--- config.mk ---
export PLATFORM = sky130hd
export DESIGN_NAME = inst_fetch
export DESIGN_NICKNAME = d
export VERILOG_FILES = /design/src/rtl/inst_fetch.sv
export SDC_FILE = /design/constraint.sdc
export NUM_CORES = 1
export LEC_CHECK = 0
export ABC_AREA = 1
export BUFFER_PORTS_ARGS = -buffer_cell sky130_fd_sc_hd__buf_2
export CAP_MARGIN = 10
export CORE_MARGIN = 4
export CORE_UTILIZATION = 49
export DETAILED_ROUTE_END_ITERATION = 8
export HOLD_SLACK_MARGIN = 0.08
export PLACE_DENSITY = 0.84
export SYNTH_ARGS = -nofsm -noshare
export SYNTH_HDL_FRONTEND = slang
export SYNTH_SLANG_ARGS = --single-unit
--- constraint.sdc ---
create_clock -name clk -period 2 [get_ports clk]
set_clock_uncertainty 0.15 [all_clocks]
set_input_delay 0.4 -clock clk [delete_from_list [all_inputs] [get_ports clk]]
set_output_delay 0.4 -clock clk [all_outputs]
set_load 0.05 [all_outputs]
--- src/rtl/inst_fetch.sv ---
// Instruction fetch stage: holds the PC, issues one word fetch at a time and pushes
// {err, pc, inst} into the instruction queue; redirects drop any in-flight response.
module inst_fetch #(
  parameter int unsigned     XLEN     = 32,
  parameter logic [XLEN-1:0] RESET_PC = '0,
  parameter int unsigned     ENTRY_W  = XLEN + 33
) (
  input  logic               clk,
  input  logic               rst,
  input  logic               redirect_valid,
  input  logic [XLEN-1:0]    redirect_pc,
  output logic               imem_req_valid,
  input  logic               imem_req_ready,
  output logic [XLEN-1:0]    imem_req_addr,
  input  logic               imem_rsp_valid,
  input  logic [31:0]        imem_rsp_data,
  input  logic               imem_rsp_err,
  input  logic               fifo_full,
  output logic               fifo_wr_en,
  output logic [ENTRY_W-1:0] fifo_wr_data
);

  typedef enum logic [1:0] {
    S_IDLE = 2'd0,
    S_REQ  = 2'd1,
    S_WAIT = 2'd2,
    S_HALT = 2'd3
  } state_e;

  state_e          state_q, state_d;
  logic [XLEN-1:0] pc_q, pc_d;
  logic [XLEN-1:0] req_pc_q, req_pc_d;
  logic            drop_q, drop_d;

  logic [XLEN-1:0] redirect_tgt;
  logic            req_hs;
  logic            rsp_in_wait;

  assign redirect_tgt = redirect_pc & ~XLEN'(3);
  assign req_hs       = (state_q == S_REQ) && !fifo_full && imem_req_ready;
  assign rsp_in_wait  = (state_q == S_WAIT) && imem_rsp_valid;

  // State and datapath registers
  always_ff @(posedge clk or negedge rst) begin
    if (!rst) begin
      state_q  <= S_IDLE;
      pc_q     <= RESET_PC;
      req_pc_q <= RESET_PC;
      drop_q   <= 1'b0;
    end else begin
      state_q  <= state_d;
      pc_q     <= pc_d;
      req_pc_q <= req_pc_d;
      drop_q   <= drop_d;
    end
  end

  // Next state; redirect outranks every other event outside IDLE
  always_comb begin
    state_d  = state_q;
    pc_d     = pc_q;
    req_pc_d = req_pc_q;
    drop_d   = drop_q;
    unique case (state_q)
      S_IDLE: state_d = S_REQ;
      S_REQ: begin
        if (redirect_valid) begin
          pc_d = redirect_tgt;
          if (req_hs) begin
            state_d = S_WAIT;
            drop_d  = 1'b1;
          end
        end else if (req_hs) begin
          req_pc_d = pc_q;
          state_d  = S_WAIT;
        end
      end
      S_WAIT: begin
        if (redirect_valid) begin
          pc_d = redirect_tgt;
          if (imem_rsp_valid) begin
            state_d = S_REQ;
            drop_d  = 1'b0;
          end else begin
            drop_d = 1'b1;
          end
        end else if (imem_rsp_valid) begin
          if (drop_q) begin
            drop_d  = 1'b0;
            state_d = S_REQ;
          end else begin
            pc_d    = req_pc_q + XLEN'(4);
            state_d = imem_rsp_err ? S_HALT : S_REQ;
          end
        end
      end
      S_HALT: begin
        if (redirect_valid) begin
          pc_d    = redirect_tgt;
          state_d = S_REQ;
        end
      end
      default: state_d = S_IDLE;
    endcase
  end

  // Outputs; the push is combinational with the response
  always_comb begin
    imem_req_valid = 1'b0;
    fifo_wr_en     = 1'b0;
    fifo_wr_data   = '0;
    unique case (state_q)
      S_REQ:  imem_req_valid = !fifo_full;
      S_WAIT: begin
        if (rsp_in_wait && !drop_q && !redirect_valid) begin
          fifo_wr_en   = 1'b1;
          fifo_wr_data = ENTRY_W'({imem_rsp_err, req_pc_q, imem_rsp_data});
        end
      end
      default: ;
    endcase
  end

  assign imem_req_addr = pc_q;

  // Single outstanding request plus full-gated issue makes this unreachable
  a_no_push_when_full: assert property (@(posedge clk) disable iff (!rst)
                                        !(fifo_wr_en && fifo_full));

endmodule

Yosys cells after proc, flatten, opt, wreduce, memory -nomap -nowiden
Cells that the tools add are included.
- register bits: 67
- add/subtract/negate cells: 1
- equal/unequal tests: 10
- muxes and demuxes: 24
- bitwise logic cells: 1
- reductions and logical operators: 16
- operators by type and width (operator ; number):
    65-bit 2-to-1 mux ; 2
    32-bit 2-to-1 mux ; 4
    32-bit case mux with 2 select lines ; 1
    32-bit by 3-bit adder with 32-bit output (second input constant) ; 1
    2-bit 2-to-1 mux ; 7
    1-bit 2-to-1 mux ; 8
    2-bit != test (second input constant) ; 4
    2-bit case mux with 4 select lines ; 1
    4-bit AND reduction ; 2
    3-bit != test (second input constant) ; 2
    3-bit AND reduction ; 2
    1-bit logical AND ; 5
    2-bit == test (second input constant) ; 2
    2-bit nonzero test ; 2
    1-bit zero test ; 3
    2-bit by 1-bit == test with 1-bit output (second input constant) ; 1
    2-bit zero test ; 1
    2-bit by 1-bit != test with 1-bit output (second input constant) ; 1
    1-bit case mux with 2 select lines ; 1
    2-bit OR reduction ; 1
    1-bit NOT ; 1

Depth between registers and ports, before layout
Gate-level depths: netlist of the first run.
- depth after elaboration: 6
- gate-level depth with buffers: 10
- gate-level depth less buffers: 10

Worst setup path after synthesis of the first run
Ideal clock, no wire load.
- path type: flip-flop to output port
- start: register state_q[0]
- end: output fifo_wr_data[10]
- data arrival time: 2.515 ns
- slack: -1.065 ns
- stages on the path, launching flop included: 8
- path buffers: 1
- cell sequence: dfrtp_1 inv_1 ha_1 nand2_1 nor3_2 inv_2 clkbuf_1 nor2_1
- longest elaborated chain between the ends: 6
- ends and longest elaborated chain (what ; line ; RTL):
    from (decl) ; 30 ; state_e state_q, state_d;
    from (signal assigned) ; 51 ; state_q <= state_d;
    2-bit == test * ; 41, 112 ;
    1-bit logical AND ; 41 ; assign rsp_in_wait = (state_q == S_WAIT) && imem_rsp_valid;
    1-bit logical AND (2 in a row) ; 115 ; if (rsp_in_wait && !drop_q && !redirect_valid) begin
    65-bit 2-to-1 mux ; 115 ;
    65-bit 2-to-1 mux * ; 112 ; unique case (state_q)
    to (decl) ; 20 ; output logic [ENTRY_W-1:0] fifo_wr_data
Every way passes the cells marked *; elsewhere a longest branch is shown, timed or not.

Final worst setup path of the first run
- start: register state_q[0]
- end: output fifo_wr_data[56]
Same word-level chain as after synthesis.

==> reports/results.ini, run 1 <==
[synth]
syn_inst = 640
synth_nets = 715
syn_area_per_cell_sq_um = 6.59
ys_types = 28
yosys_warnings = 0
synth_area_sq_um = 4220
ys_ff_latch = 67
synth-seq-area-share_pct = 39.8

[power]
p_seq_share_pct = 25.5
p_sw_share_pct = 54.8
power.share.clock_pct = 10.9
p_switching_uw = 6050
combPwrFrac_pct = 63.6
power_uw = 11000
peakVddDrop_uv = 1320
p_per_area_nw_per_um2 = 1470
p_int_uw = 4980
p_leak_uw = 0.00365

[detailed_routing]
routedWlPerCell_um = 21.7
vias = 5774
drt-total-wl_mm = 20.8
first_pass_iters = 7
vias_per_cell = 6.03
ant_nets = 0
drc = 0
first_iter_violations = 812

[clocking]
clk_latency_ns = 0.38
root_buffer = clkbuf_8
cts_buffers = 9
cts_max_path_buffers = 2
cts_sinks = 67
cts-htree-levels = 3
path_clk_slew_ns = 0.09
tritoncts = yes

[floorplan]
die_h_um = 101
initial_core_util_pct = 50.8
coreArea_sq_um = 8300
dieArea_sq_um = 10200
die_width_um = 101
num_rows = 33
io_pins = 170

[setup_path]
cpPeakStageDelay_ns = 0.41
cp_slowest_cell = dfrtp_1
endpoint_kind = primary output
worst_setup_path_start_kind = register
cp_max_fo = 17
worstSetupPathType = reg -> out
worstPathCellList = inv_2 > ha_4 > nand2_4 > nor3_4 > inv_6 > buf_12 > nor2_2 > buf_6
cp.arrival_ns = 1.90
crit_required_ns = 1.45

[sta]
hold_ws_ns = 0.150
rsz0062_at_grt = yes
setup_slack_ns = -0.455
fmax_mhz = 407
slew_headroom_pct = 72.7
slew_viol_final = 0
period_minus_slack_ns = 2.45
setup_viol = 134
tightestPinTransition_ns = 0.409
hold_violations = 0
fin_crit_sh_pct = 123

[global_route]
met3_usage_pct = 5.61
grtUsageMet1_pct = 36.4
grt_pass1_vias = 5169
grt_pass1_wl_mm = 25.1
grt_busiest_layer = met2
antenna_found_initial = 0
grt_usage_pct = 31.5
grt_max_degree = 68
met2_usage_pct = 57.1
gr-total-overflow = 0

[worst_hold_path]
hold_class = in -> reg

[placed_design]
gp_congestion = 0.866
numPortBuffers = 167
hpwl_mm = 9.91

[run_status]
violations = negative setup slack
status = finished, violations left

[finish]
areaGrowthSynthToFinish_pct = 77.9
finalNetCount = 923
antenna_cells = 0
drive_above_1_share_pct = 50.6

[job]
drv_cap = 0

==> routing by layer <==
metal	routed length (um)	vias up
met2	9870	543
met4	1740	0
met3	2610	201
met5	0	-
li1	-	2398
met1	6580	2632
==> metrics by stage <==
stage	setup slack, ns	cell area (sq um)	setup TNS, ns	utilization (%)	cells
after floorplan	-0.590	4690	-32.26	-	640
after global routing	-0.483	7500	-43.98	90.4	958
final	-0.455	7500	-36.98	90.4	958
after global placement	-0.0764	5740	-3.01	69.2	905
after detailed placement	-0.138	5740	-6.17	69.2	905
after CTS	-0.377	6830	-26.60	82.3	943
==> repair_timing <==
| item | 4_1_cts | 5_1_grt |
|---|---|---|
| hold endpoints to repair | 67 | 0 |
| cloned | 8 | 8 |
| setup buffers | 13 | 12 |
| hold buffers | 1 | 0 |
| pin swaps | 6 | 19 |
| resized for setup | 179 | 143 |
| endpoints found under the setup margin | 90 | 133 |
==> power by group through the flow <==
stage / logic [uW] / registers, uW / clock network (uW)
finish: 7010 / 2820 / 1200
detailed placement: 4680 / 2600 / 0
global placement: 4560 / 2560 / 0
floorplan: 2440 / 3570 / 0
CTS: 5770 / 2590 / 1150
global route: 7280 / 2860 / 1220
==> kinds of logic (layout without fill, tap and decap cells) <==
| logic type | count (synthesis) | count (layout) | share of synthesized area (%) |
|---|---|---|---|
| buf+inv | 112 | 325 | 10.6 |
| fa+ha+maj | 4 | 4 | 1.19 |
| compound gates | 82 | 82 | 10.3 |
| xor+xnor | 1 | 1 | 0.208 |
| flops | 67 | 67 | 39.8 |
| simple gates | 374 | 374 | 37.9 |
==> layout by cell type, fill, tap and decap left out, drive strengths merged, types with 3 or more instances in the layout <==
cell type and n:
clkinv 3, ha 4, buf 214, a21oi 49, o21ai 25, o211ai 5, nand3 46, clkbuf 16
nand2 151, dfrtp 67, inv 89, nor2 172
==> worst max-delay path: cells and delay by family, from the launching register on <==
family / cells / cell delay (ns)
buffers and inverters: 4 / 0.57
DFF: 1 / 0.41
and+or+nand+nor: 3 / 0.39
adders and majority gates: 1 / 0.14
==> layout make-up <==
cell class	instances	area [sq um]
flip-flops and latches	67	1680
clock buffers	11	141
fillers	341	800
repair buffers	220	2130
inverters	88	355
well taps	105	131
repair inverters	1	3.75
multi-input cells	461	3010
clock inverters	5	52.6
==> final timing paths <==
kind / from / endpoint / slack (ns) / depth (start not counted)
worst max-delay path: state_q[0] / fifo_wr_data[56] / -0.45 / 8
max in group asynchronous: rst / req_pc_q[7] / 0.92 / 3
worst min register to register: imem_req_addr[23] / imem_req_addr[23] / 0.37 / 2
min in group asynchronous: rst / drop_q / 0.41 / 3
worst max register to register: state_q[0] / imem_req_addr[8] / -0.33 / 14
worst min-delay path: redirect_pc[2] / imem_req_addr[2] / 0.15 / 3
==> synthesized netlist by cell type <==
cell	count	area, sq um
a21oi_1	49	245
a22oi_1	2	15.0
and2_1	1	6.26
buf_2	13	65.1
buf_4	3	22.5
clkbuf_1	8	30.0
dfrtp_1	67	1680
ha_1	4	50.1
inv_1	82	308
inv_2	6	22.5
nand2_1	143	537
nand2_2	5	31.3
nand2_4	3	33.8
nand3_1	45	225
nand3_2	1	10.0
nand4_1	2	12.5
nor2_1	159	597
nor2_2	7	43.8
nor2_4	4	45.0
nor2_8	2	40.0
nor3_2	1	10.0
o211ai_1	5	37.5
o21ai_0	8	40.0
o21ai_1	16	80.1
o21ai_2	1	8.76
o31ai_1	1	7.51
or2_2	1	6.26
xnor2_1	1	8.76
==> sequential cells by signal, summed over array words and instances, names as in the netlist <==
name / cells
drop_q: 1
req_pc_q: 32
state_q: 2
imem_req_addr: 32
(Power assumes the default switching activity.)
==> inputs of run 2 (changes only) <==
--- a/constraint.sdc
+++ b/constraint.sdc
@@ -4,2 +4,2 @@
 set_output_delay 0.4 -clock clk [all_outputs]
-set_load 0.05 [all_outputs]
+set_load 0.005 [all_outputs]
==> reports/results.ini, run 2 (synthesis results as in run 1) <==
[sta]
fin_crit_sh_pct = 118  ; was 123%
setup_viol = 83  ; was 134
fmax_mhz = 424  ; was 407 MHz
hold_violations = 0  ; unchanged
setup_slack_ns = -0.359  ; was -0.455 ns
tightestPinTransition_ns = 0.372  ; was 0.409 ns
period_minus_slack_ns = 2.36  ; was 2.45 ns
slew_headroom_pct = 75.2  ; was 72.7%
setup_tns_ns = -19.15  ; was -36.98 ns
slew_viol_final = 0  ; unchanged
rsz0062_at_grt = yes  ; unchanged
hold_ws_ns = 0.171  ; was 0.150 ns

[clocking]
cts_sinks = 67  ; unchanged
tritoncts = yes  ; unchanged
cts-htree-levels = 3  ; unchanged
path_clk_slew_ns = 0.07  ; was 0.09 ns
cts_buffers = 9  ; unchanged
root_buffer = clkbuf_8  ; unchanged
clk_latency_ns = 0.34  ; was 0.38 ns
cts_max_path_buffers = 2  ; unchanged

[setup_path]
rrSetupSlack_ns = -0.12  ; was -0.33 ns
worstPathCellList = inv_2 > ha_4 > nand2_4 > nor3_4 > inv_4 > buf_12 > buf_16 > nor2_1 > buf_2  ; was inv_2 > ha_4 > nand2_4 > nor3_4 > inv_6 > buf_12 > nor2_2 > buf_6
endpoint_kind = primary output  ; unchanged
cp.arrival_ns = 1.81  ; was 1.90 ns
cpPeakStageDelay_ns = 0.40  ; was 0.41 ns
critPathTopFamily = buffers and inverters  ; unchanged
cp_slowest_cell = dfrtp_1  ; unchanged
rr_endpoint = imem_req_addr[16]  ; was imem_req_addr[8]
worst_setup_path_start_kind = register  ; unchanged
rr_worst_depth = 11  ; was 14
crit_required_ns = 1.45  ; about the same
crit_buf_inv = 5  ; was 4
cp_max_fo = 8  ; was 17
worstSetupPathType = reg -> out  ; unchanged
reg2reg_from = state_q[0]  ; unchanged

[power]
power.share.clock_pct = 15.4  ; was 10.9%
p_sw_share_pct = 45.6  ; was 54.8%
peakVddDrop_uv = 700  ; was 1320 uV
p_int_uw = 4040  ; was 4980 uW
p_seq_share_pct = 35.2  ; was 25.5%
combPwrFrac_pct = 49.4  ; was 63.6%
p_switching_uw = 3390  ; was 6050 uW
p_leak_uw = 0.00333  ; was 0.00365 uW
p_per_area_nw_per_um2 = 1270  ; was 1470 nW/um^2

[floorplan]
dieArea_sq_um = 10200  ; unchanged
initial_core_util_pct = 50.8  ; unchanged
coreArea_sq_um = 8300  ; unchanged
die_h_um = 101  ; unchanged
die_width_um = 101  ; unchanged
num_rows = 33  ; unchanged
io_pins = 170  ; unchanged

[finish]
fillers = 663  ; was 341
finalNetCount = 896  ; was 923
layout_common_cells = buf_2, nand2_1, nor2_1, inv_1, dfrtp_1  ; was nand2_1, buf_2, inv_1, nor2_4, dfrtp_1
finalInstanceArea_sq_um = 5870  ; was 7500 sq um
utilization_pct = 70.7  ; was 90.4%
final_common_cell = buf_2  ; was nand2_1
drive_above_1_share_pct = 33.5  ; was 50.6%
antenna_cells = 0  ; unchanged
areaGrowthSynthToFinish_pct = 39.2  ; was 77.9%

[placed_design]
gp_congestion = 0.914  ; was 0.866
numPortBuffers = 167  ; unchanged
placed_cell_area_sq_um = 5190  ; was 5740 sq um
hpwl_mm = 9.23  ; was 9.91 mm

[detailed_routing]
drc = 0  ; unchanged
first_pass_iters = 5  ; was 7
vias_per_cell = 5.19  ; was 6.03
vias = 4830  ; was 5774
drt-total-wl_mm = 14.0  ; was 20.8 mm
routedWlPerCell_um = 15.1  ; was 21.7 um
first_iter_violations = 346  ; was 812
ant_nets = 0  ; unchanged

[global_route]
antenna_found_initial = 0  ; unchanged
grt_max_degree = 68  ; unchanged
grt_usage_pct = 25.8  ; was 31.5%
grt_pass1_vias = 4448  ; was 5169
grt_pass1_wl_mm = 20.9  ; was 25.1 mm
gr-total-overflow = 0  ; unchanged

[worst_hold_path]
hold_path_end = imem_req_addr[4]  ; was imem_req_addr[2]
hold_path_depth = 3  ; unchanged
hold_class = in -> reg  ; unchanged
hold_start = redirect_pc[4]  ; was redirect_pc[2]

[job]
drv_cap = 0  ; unchanged

[run_status]
violations = negative setup slack  ; unchanged
status = finished, violations left  ; unchanged

==> run 2: cell count changes in the layout (fill, tap and decap cells not counted), moves of 5 or more <==
cell / delta
buf_4: -5
nand2_2: -18
nor2_1: +63
o21ai_2: -8
o21ai_1: +7
nor2_4: -56
clkbuf_16: -5
nor2_2: -7
buf_2: +67
buf_6: -62
nand2_1: +22
a21oi_2: -21
buf_8: -16
a21oi_1: +25
==> run 2: through the flow <==
| stage | instances | total power [uW] | setup WS [ns] |
|---|---|---|---|
| 2_1_floorplan | 640 | 4690 | 0.0881 |
| 3_3_place_gp | 897 | 5650 | 0.0902 |
| 3_5_place_dp | 897 | 5800 | 0.0441 |
| 4_1_cts | 924 | 7050 | -0.299 |
| 5_1_grt | 930 | 8010 | -0.429 |
| 6_report | 930 | 7430 | -0.359 |
==> run 2: area by class of cell <==
type                    count  area (sq um)  area share, %
multi-input cells         461          2280           38.9
flip-flops and latches     67          1680           28.6
repair buffers            193          1230           21.0
inverters                  88           348           5.93
clock buffers              13           159           2.71
well taps                 105           131           2.24
clock inverters             2          35.0          0.597
repair inverters            1          6.26          0.107
==> run 2: metal layers <==
layer	up-vias	wire length [um]	share of wire (%)	GRT usage, %
met5	-	0	0	0
met4	0	279	2.0	9.12
met3	29	1060	7.6	4.78
met2	233	7070	50	42.5
met1	2224	5610	40	33.8
li1	2344	-	-	-
==> run 2: worst max-delay path by stage <==
stage,start,to,slack [ns],cells after the start
2_1_floorplan,state_q[0],fifo_wr_data[10],0.09,7
3_3_place_gp,state_q[0],fifo_wr_data[35],0.09,8
3_5_place_dp,state_q[0],fifo_wr_data[35],0.04,8
4_1_cts,state_q[0],fifo_wr_data[25],-0.30,9
5_1_grt,state_q[0],fifo_wr_data[21],-0.43,9
6_report,state_q[0],fifo_wr_data[21],-0.36,9
==> run 2: what timing repair did <==
| item | CTS | global route |
|---|---|---|
| hold endpoints to repair | 67 | 0 |
| setup buffers | 8 | 6 |
| pin swaps | 2 | 5 |
| endpoints found under the setup margin | 66 | 100 |
| gates cloned | 4 | 1 |
| resized for setup | 13 | 68 |
| hold buffers | 1 | 0 |
==> run 2: power by group through the flow <==
| stage | combinational, uW | clock, uW | sequential (uW) |
|---|---|---|---|
| 3_5_place_dp | 3220 | 0 | 2590 |
| 6_report | 3670 | 1140 | 2620 |
| 3_3_place_gp | 3090 | 0 | 2560 |
| 5_1_grt | 4080 | 1230 | 2700 |
| 2_1_floorplan | 2180 | 0 | 2510 |
| 4_1_cts | 3320 | 1150 | 2580 |
==> run 2: worst reg2reg max path: stages, from the launching register on <==
cell and delay, ns:
dfrtp_1 0.40, buf_4 0.14, buf_4 0.14, ha_1 0.26
nor2_4 0.14, nand3_1 0.12, nand2_2 0.10, o21ai_4 0.07
buf_6 0.14, buf_8 0.14, a21oi_1 0.12, a21oi_1 0.08
